--- src/rtl/custom_load_scheduler.sv ---
// Layer-pass sequencer: per tile runs loader clear/load, a settle cycle, PE compute,
// then result drain; repeats for NUM_TILES tiles between host start and done.
module custom_load_scheduler #(
    parameter int unsigned NUM_TILES      = 4,
    parameter int unsigned COMPUTE_CYCLES = 8,
    parameter int unsigned DRAIN_BEATS    = 4
) (
    input  logic       clk,
    input  logic       rst,
    input  logic       start_i,
    input  logic       abort_i,
    input  logic       loader_done_i,
    input  logic       out_ready_i,
    output logic       loader_clr_o,
    output logic       loader_en_o,
    output logic       pe_en_o,
    output logic       out_valid_o,
    output logic [7:0] tile_idx_o,
    output logic       busy_o,
    output logic       done_o
);

    localparam int unsigned CW = 8;

    typedef enum logic [2:0] {
        IDLE, CLR, LOAD, SETTLE, COMPUTE, DRAIN, DONE, ABORT
    } state_t;

    state_t        state_q, state_d;
    logic [CW-1:0] cnt_q, cnt_d;
    logic [CW-1:0] beat_q, beat_d;
    logic [CW-1:0] tile_q, tile_d;

    // State and counter registers; outputs are registered decodes of the next state
    always_ff @(posedge clk or negedge rst) begin
        if (!rst) begin
            state_q      <= IDLE;
            cnt_q        <= '0;
            beat_q       <= '0;
            tile_q       <= '0;
            loader_clr_o <= 1'b0;
            loader_en_o  <= 1'b0;
            pe_en_o      <= 1'b0;
            out_valid_o  <= 1'b0;
            busy_o       <= 1'b0;
            done_o       <= 1'b0;
        end else begin
            state_q      <= state_d;
            cnt_q        <= cnt_d;
            beat_q       <= beat_d;
            tile_q       <= tile_d;
            loader_clr_o <= (state_d == CLR) || (state_d == ABORT);
            loader_en_o  <= (state_d == LOAD);
            pe_en_o      <= (state_d == COMPUTE);
            out_valid_o  <= (state_d == DRAIN);
            busy_o       <= (state_d != IDLE);
            done_o       <= (state_d == DONE);
        end
    end

    assign tile_idx_o = tile_q;

    // Next-state and counter update; abort overrides every non-idle transition
    always_comb begin
        state_d = state_q;
        cnt_d   = cnt_q;
        beat_d  = beat_q;
        tile_d  = tile_q;
        unique case (state_q)
            IDLE: begin
                if (start_i) begin
                    state_d = CLR;
                    tile_d  = '0;
                end
            end
            CLR:    state_d = LOAD;
            LOAD:   if (loader_done_i) state_d = SETTLE;
            SETTLE: begin
                cnt_d   = '0;
                state_d = COMPUTE;
            end
            COMPUTE: begin
                cnt_d = cnt_q + CW'(1);
                if (cnt_q == CW'(COMPUTE_CYCLES - 1)) begin
                    state_d = DRAIN;
                    beat_d  = '0;
                end
            end
            DRAIN: begin
                if (out_ready_i) begin
                    beat_d = beat_q + CW'(1);
                    if (beat_q == CW'(DRAIN_BEATS - 1)) begin
                        if (tile_q == CW'(NUM_TILES - 1)) begin
                            state_d = DONE;
                        end else begin
                            tile_d  = tile_q + CW'(1);
                            state_d = CLR;
                        end
                    end
                end
            end
            DONE:  state_d = IDLE;
            ABORT: begin
                state_d = IDLE;
                tile_d  = '0;
                cnt_d   = '0;
                beat_d  = '0;
            end
            default: state_d = IDLE;
        endcase
        if (abort_i && (state_q inside {CLR, LOAD, SETTLE, COMPUTE, DRAIN}))
            state_d = ABORT;
    end

endmodule

--- config.mk ---
export PLATFORM = sky130hd
export DESIGN_NAME = custom_load_scheduler
export DESIGN_NICKNAME = d
export VERILOG_FILES = /design/src/rtl/custom_load_scheduler.sv
export SDC_FILE = /design/constraint.sdc
export NUM_CORES = 1
export LEC_CHECK = 0
export BUFFER_PORTS_ARGS = -buffer_cell sky130_fd_sc_hd__buf_4
export CAP_MARGIN = 15
export CORE_MARGIN = 5
export CORE_UTILIZATION = 58
export CTS_CLUSTER_DIAMETER = 40
export DETAILED_ROUTE_END_ITERATION = 6
export PLACE_DENSITY_LB_ADDON = 0.1
export SYNTH_ARGS = -nofsm -noshare
export SYNTH_HDL_FRONTEND = slang
export SYNTH_SLANG_ARGS = --single-unit
--- constraint.sdc ---
create_clock -name clk -period 2.6 [get_ports clk]
set_clock_uncertainty 0.05 [all_clocks]
set_input_delay 0 -clock clk [delete_from_list [all_inputs] [get_ports clk]]
set_output_delay 0 -clock clk [all_outputs]
set_load 0.05 [all_outputs]
==> out/summary.log <==
qor: outcome.status finished, final reports clean
qor: cts.ctsHtreeMaxLevel 2
qor: power_and_ir_drop.max-vdd-ir-drop 0.410 mV
qor: final_layout.n_antenna_cell 0
qor: timing.layout_worst_path_cycle_share 84.8%
qor: cts.cts.root.buffer_cell sky130_fd_sc_hd__clkbuf_4
qor: logic_synthesis.post-synth-top-area-cell sky130_fd_sc_hd__dfrtp_1
qor: floorplan.die_height 67.3 um
qor: global_routing.grt_overflow_total 0
qor: setup_path.worst_r2r_startpoint tile_idx_o[0]
qor: routing.drc_errors 0
qor: routing.wl_per_cell 15.6 um
qor: logic_synthesis.synth_cell_type_count 51
qor: logic_synthesis.synth_top_cells_by_area sky130_fd_sc_hd__dfrtp_1 (43%), sky130_fd_sc_hd__o21ai_0 (5.5%), sky130_fd_sc_hd__a21oi_1 (5.0%), sky130_fd_sc_hd__nand2_1 (3.9%), sky130_fd_sc_hd__nand3_1 (3.9%)
qor: place.placed_cells_incl_taps 264
qor: logic_synthesis.syn-instance-count 208
qor: setup_path.critical_path.cell_chain ha_1 -> or4b_1 -> o2111ai_2 -> and2_1 -> o21ai_0
qor: timing.finalSetupTns 0 ps
qor: floorplan.start_util 61.5%
qor: floorplan.dieArea 4530 um^2
qor: floorplan.rows 20
qor: cts.clkSinkCount 33
qor: global_routing.grt_max_degree 34
qor: logic_synthesis.netlist_area 1910 um^2
qor: timing.timing.final.hold_violations 0
qor: logic_synthesis.area_fraction_of_the_dominant_cell_type_after_synthesis 43.3%
qor: logic_synthesis.synth_ff_type sky130_fd_sc_hd__dfrtp_1
qor: logic_synthesis.syn_nets 217
qor: global_routing.grt_antenna_before_repair 0
qor: final_layout.layout.core_utilization 69.6%
qor: final_layout.fillers 259
qor: cts.tritoncts yes
qor: cts.cts.path.max_buffers 2
qor: logic_synthesis.ys_seq_area_share 43.3%
qor: logic_synthesis.synth.ff_latch_count 33
qor: min_path.worstHoldPathType in -> async
qor: power_and_ir_drop.p_leak 0.898 nW
qor: setup_path.ws_path_type reg -> reg
qor: cts.cts-buffers-inserted 5
qor: setup_path.crit_arrival 2380 ps
qor: cts.cts-hold-fix-buffers 3
qor: final_layout.design.final.nets 239
qor: timing.rsz0062_at_grt no
qor: logic_synthesis.simple_gate_fraction_of_synth_area 24.5%
qor: logic_synthesis.synth_commonest_cells sky130_fd_sc_hd__dfrtp_1 (33), sky130_fd_sc_hd__o21ai_0 (21), sky130_fd_sc_hd__nand2_1 (20), sky130_fd_sc_hd__a21oi_1 (19), sky130_fd_sc_hd__nand3_1 (15)
qor: cts.cts_setup_buffers 0
qor: logic_synthesis.synth-edff-count 0
qor: routing.antenna_violating_nets_post_route 0
qor: logic_synthesis.synthMostInstantiatedCell sky130_fd_sc_hd__dfrtp_1
qor: setup_path.cp_data_required_time 2770 ps
qor: cts.worst_skew_pair.late_latency 340 ps
qor: place.buffer_ports.inserted 19
qor: setup_path.timing.rr.end tile_idx_o[1]
qor: place.dp.final_hpwl 3010 um
qor: logic_synthesis.yosysWarningCount 0
qor: cts.clk_pin_slew 110 ps
qor: final_layout.areaGrowthSynthToFinish 13.3%
qor: setup_path.critPathSlowestCell sky130_fd_sc_hd__or4b_1
qor: logic_synthesis.muxShareOfSynthArea 3.15%
qor: setup_path.worst-path-max-fanout 15
qor: routing.route.vias.total 1,724
qor: setup_path.regToRegSetupSlack 400 ps
qor: logic_synthesis.synth_compound_area_share 22.6%
qor: logic_synthesis.synth-async-reset-ratio 100%
qor: timing.maxClockFrequency 454 MHz
qor: cts.cts.repair.resized 0
qor: logic_synthesis.combinational_family_with_the_most_area_after_synthesis simple AND/OR/NAND/NOR gates
qor: timing.holdWs 96.4 ps
qor: routing.wirelength 4290 um
qor: floorplan.count_of_pins_on_the_block_boundary 20
qor: timing.timing.slew.headroom 52.7%
qor: final_layout.drive_above_1_share 14.7%
qor: run.maxCapViolCount 0
qor: routing.drt-initial-drc-count 128
qor: setup_path.critical-path-max-stage-delay 520 ps
qor: global_routing.grt_pass1_vias 1,616
qor: global_routing.grt_pass1_wl 7380 um
qor: setup_path.critPathCaptureType flip-flop
qor: place.gp_congestion 0.845
qor: timing.worst_slew_pin_slew 710 ps
qor: logic_synthesis.yosys.area_share.adder 1.97%
qor: timing.final_period_minus_worst_setup_slack 2200 ps
qor: logic_synthesis.synthXorXnorAreaFrac 1.38%
qor: setup_path.worstRegToRegCells 5
qor: timing.final-setup-viol-count 0
qor: global_routing.globalRouteTotalUtil 21.6%
qor: routing.detailed_route_vias_per_instance 6.27
qor: routing.firstDrtPassIters 5
qor: timing.maxSlewViolCount 0
qor: setup_path.setup.worst_path.start_class flip-flop
qor: final_layout.stdcell_count 275
qor: logic_synthesis.avgSynthCellArea 9.17 um^2
qor: power_and_ir_drop.power_density 916 nW/um^2
qor: floorplan.core_area 3100 um^2
qor: floorplan.die_x 67.3 um
[how the worst max path moves through the flow]
stage             startpoint  slack [ps]  depth (start not counted)             to
6_report       tile_idx_o[0]         400                          5  tile_idx_o[1]
5_1_grt        tile_idx_o[0]         180                          5  tile_idx_o[4]
4_1_cts        tile_idx_o[0]         400                          5  tile_idx_o[1]
3_5_place_dp   tile_idx_o[0]         430                          5  tile_idx_o[1]
3_3_place_gp   tile_idx_o[0]         560                          5  tile_idx_o[0]
2_1_floorplan  tile_idx_o[0]         300                          6  tile_idx_o[5]
[cells in the final DEF, fill, tap and decap left out, types with 5 or more instances in the layout]
cell type                  count
sky130_fd_sc_hd__nor3_1        5
sky130_fd_sc_hd__inv_1         7
sky130_fd_sc_hd__or3_1         6
sky130_fd_sc_hd__nand3_1      15
sky130_fd_sc_hd__nand4_1       5
sky130_fd_sc_hd__mux2i_1       6
sky130_fd_sc_hd__nand2_1      20
sky130_fd_sc_hd__clkbuf_4      5
sky130_fd_sc_hd__nor2_1        6
sky130_fd_sc_hd__a21oi_1      19
sky130_fd_sc_hd__buf_4        20
sky130_fd_sc_hd__dfrtp_1      33
sky130_fd_sc_hd__o21ai_0      21
[where the power goes]
group          switching (mW)  internal, mW
Clock                   0.179         0.103
Sequential              0.215         0.618
Combinational           0.559         0.303
[state kept, by name, summed over array words and instances (netlist names), 3 cells and up]
name        count
tile_idx_o      8
beat_q          8
state_q         3
cnt_q           8
[logic make-up after synthesis]
family,Yosys count
buffers and inverters,15
adder cells (fa/ha/maj),3
AND/OR/NAND/NOR,80
multiplexers,6
XOR/XNOR,3
AO/OA/AOI/OAI,68
flip-flops,33
[final cells by class]
| type | count | area, um^2 | area share [%] |
|---|---|---|---|
| well taps | 44 | 55.1 | 2.55 |
| clock inverters | 2 | 10.0 | 0.463 |
| inverters | 7 | 26.3 | 1.22 |
| multi-input cells | 160 | 1020 | 47.3 |
| repair buffers | 23 | 180 | 8.34 |
| flip-flops and latches | 33 | 826 | 38.2 |
| clock buffers | 6 | 41.3 | 1.91 |
[worst max-delay path, delay by kind of cell (launching register included)]
kind	cells	cell delay [ps]
simple gates	2	730
compound gates	2	610
flops	1	460
fa+ha+maj	1	240
[stage by stage]
stage               setup slack (ps)  total power [mW]  area (um^2)
CTS                              396              1.98         2160
detailed placement               432              1.69         2080
global placement                 555              1.66         2080
finish                           396              1.98         2160
global route                     184              2.13         2160
floorplan                        301              1.44         1910
[per-layer routing]
layer / GRT usage [%] / up-vias / routed length (um)
met5: 0 / - / 0
met4: 9.62 / 0 / 55
met3: 4.49 / 6 / 247
met2: 34.7 / 58 / 2060
met1: 27.9 / 826 / 1920
li1: - / 834 / -
No activity file was read; power rests on OpenSTA's default activity.
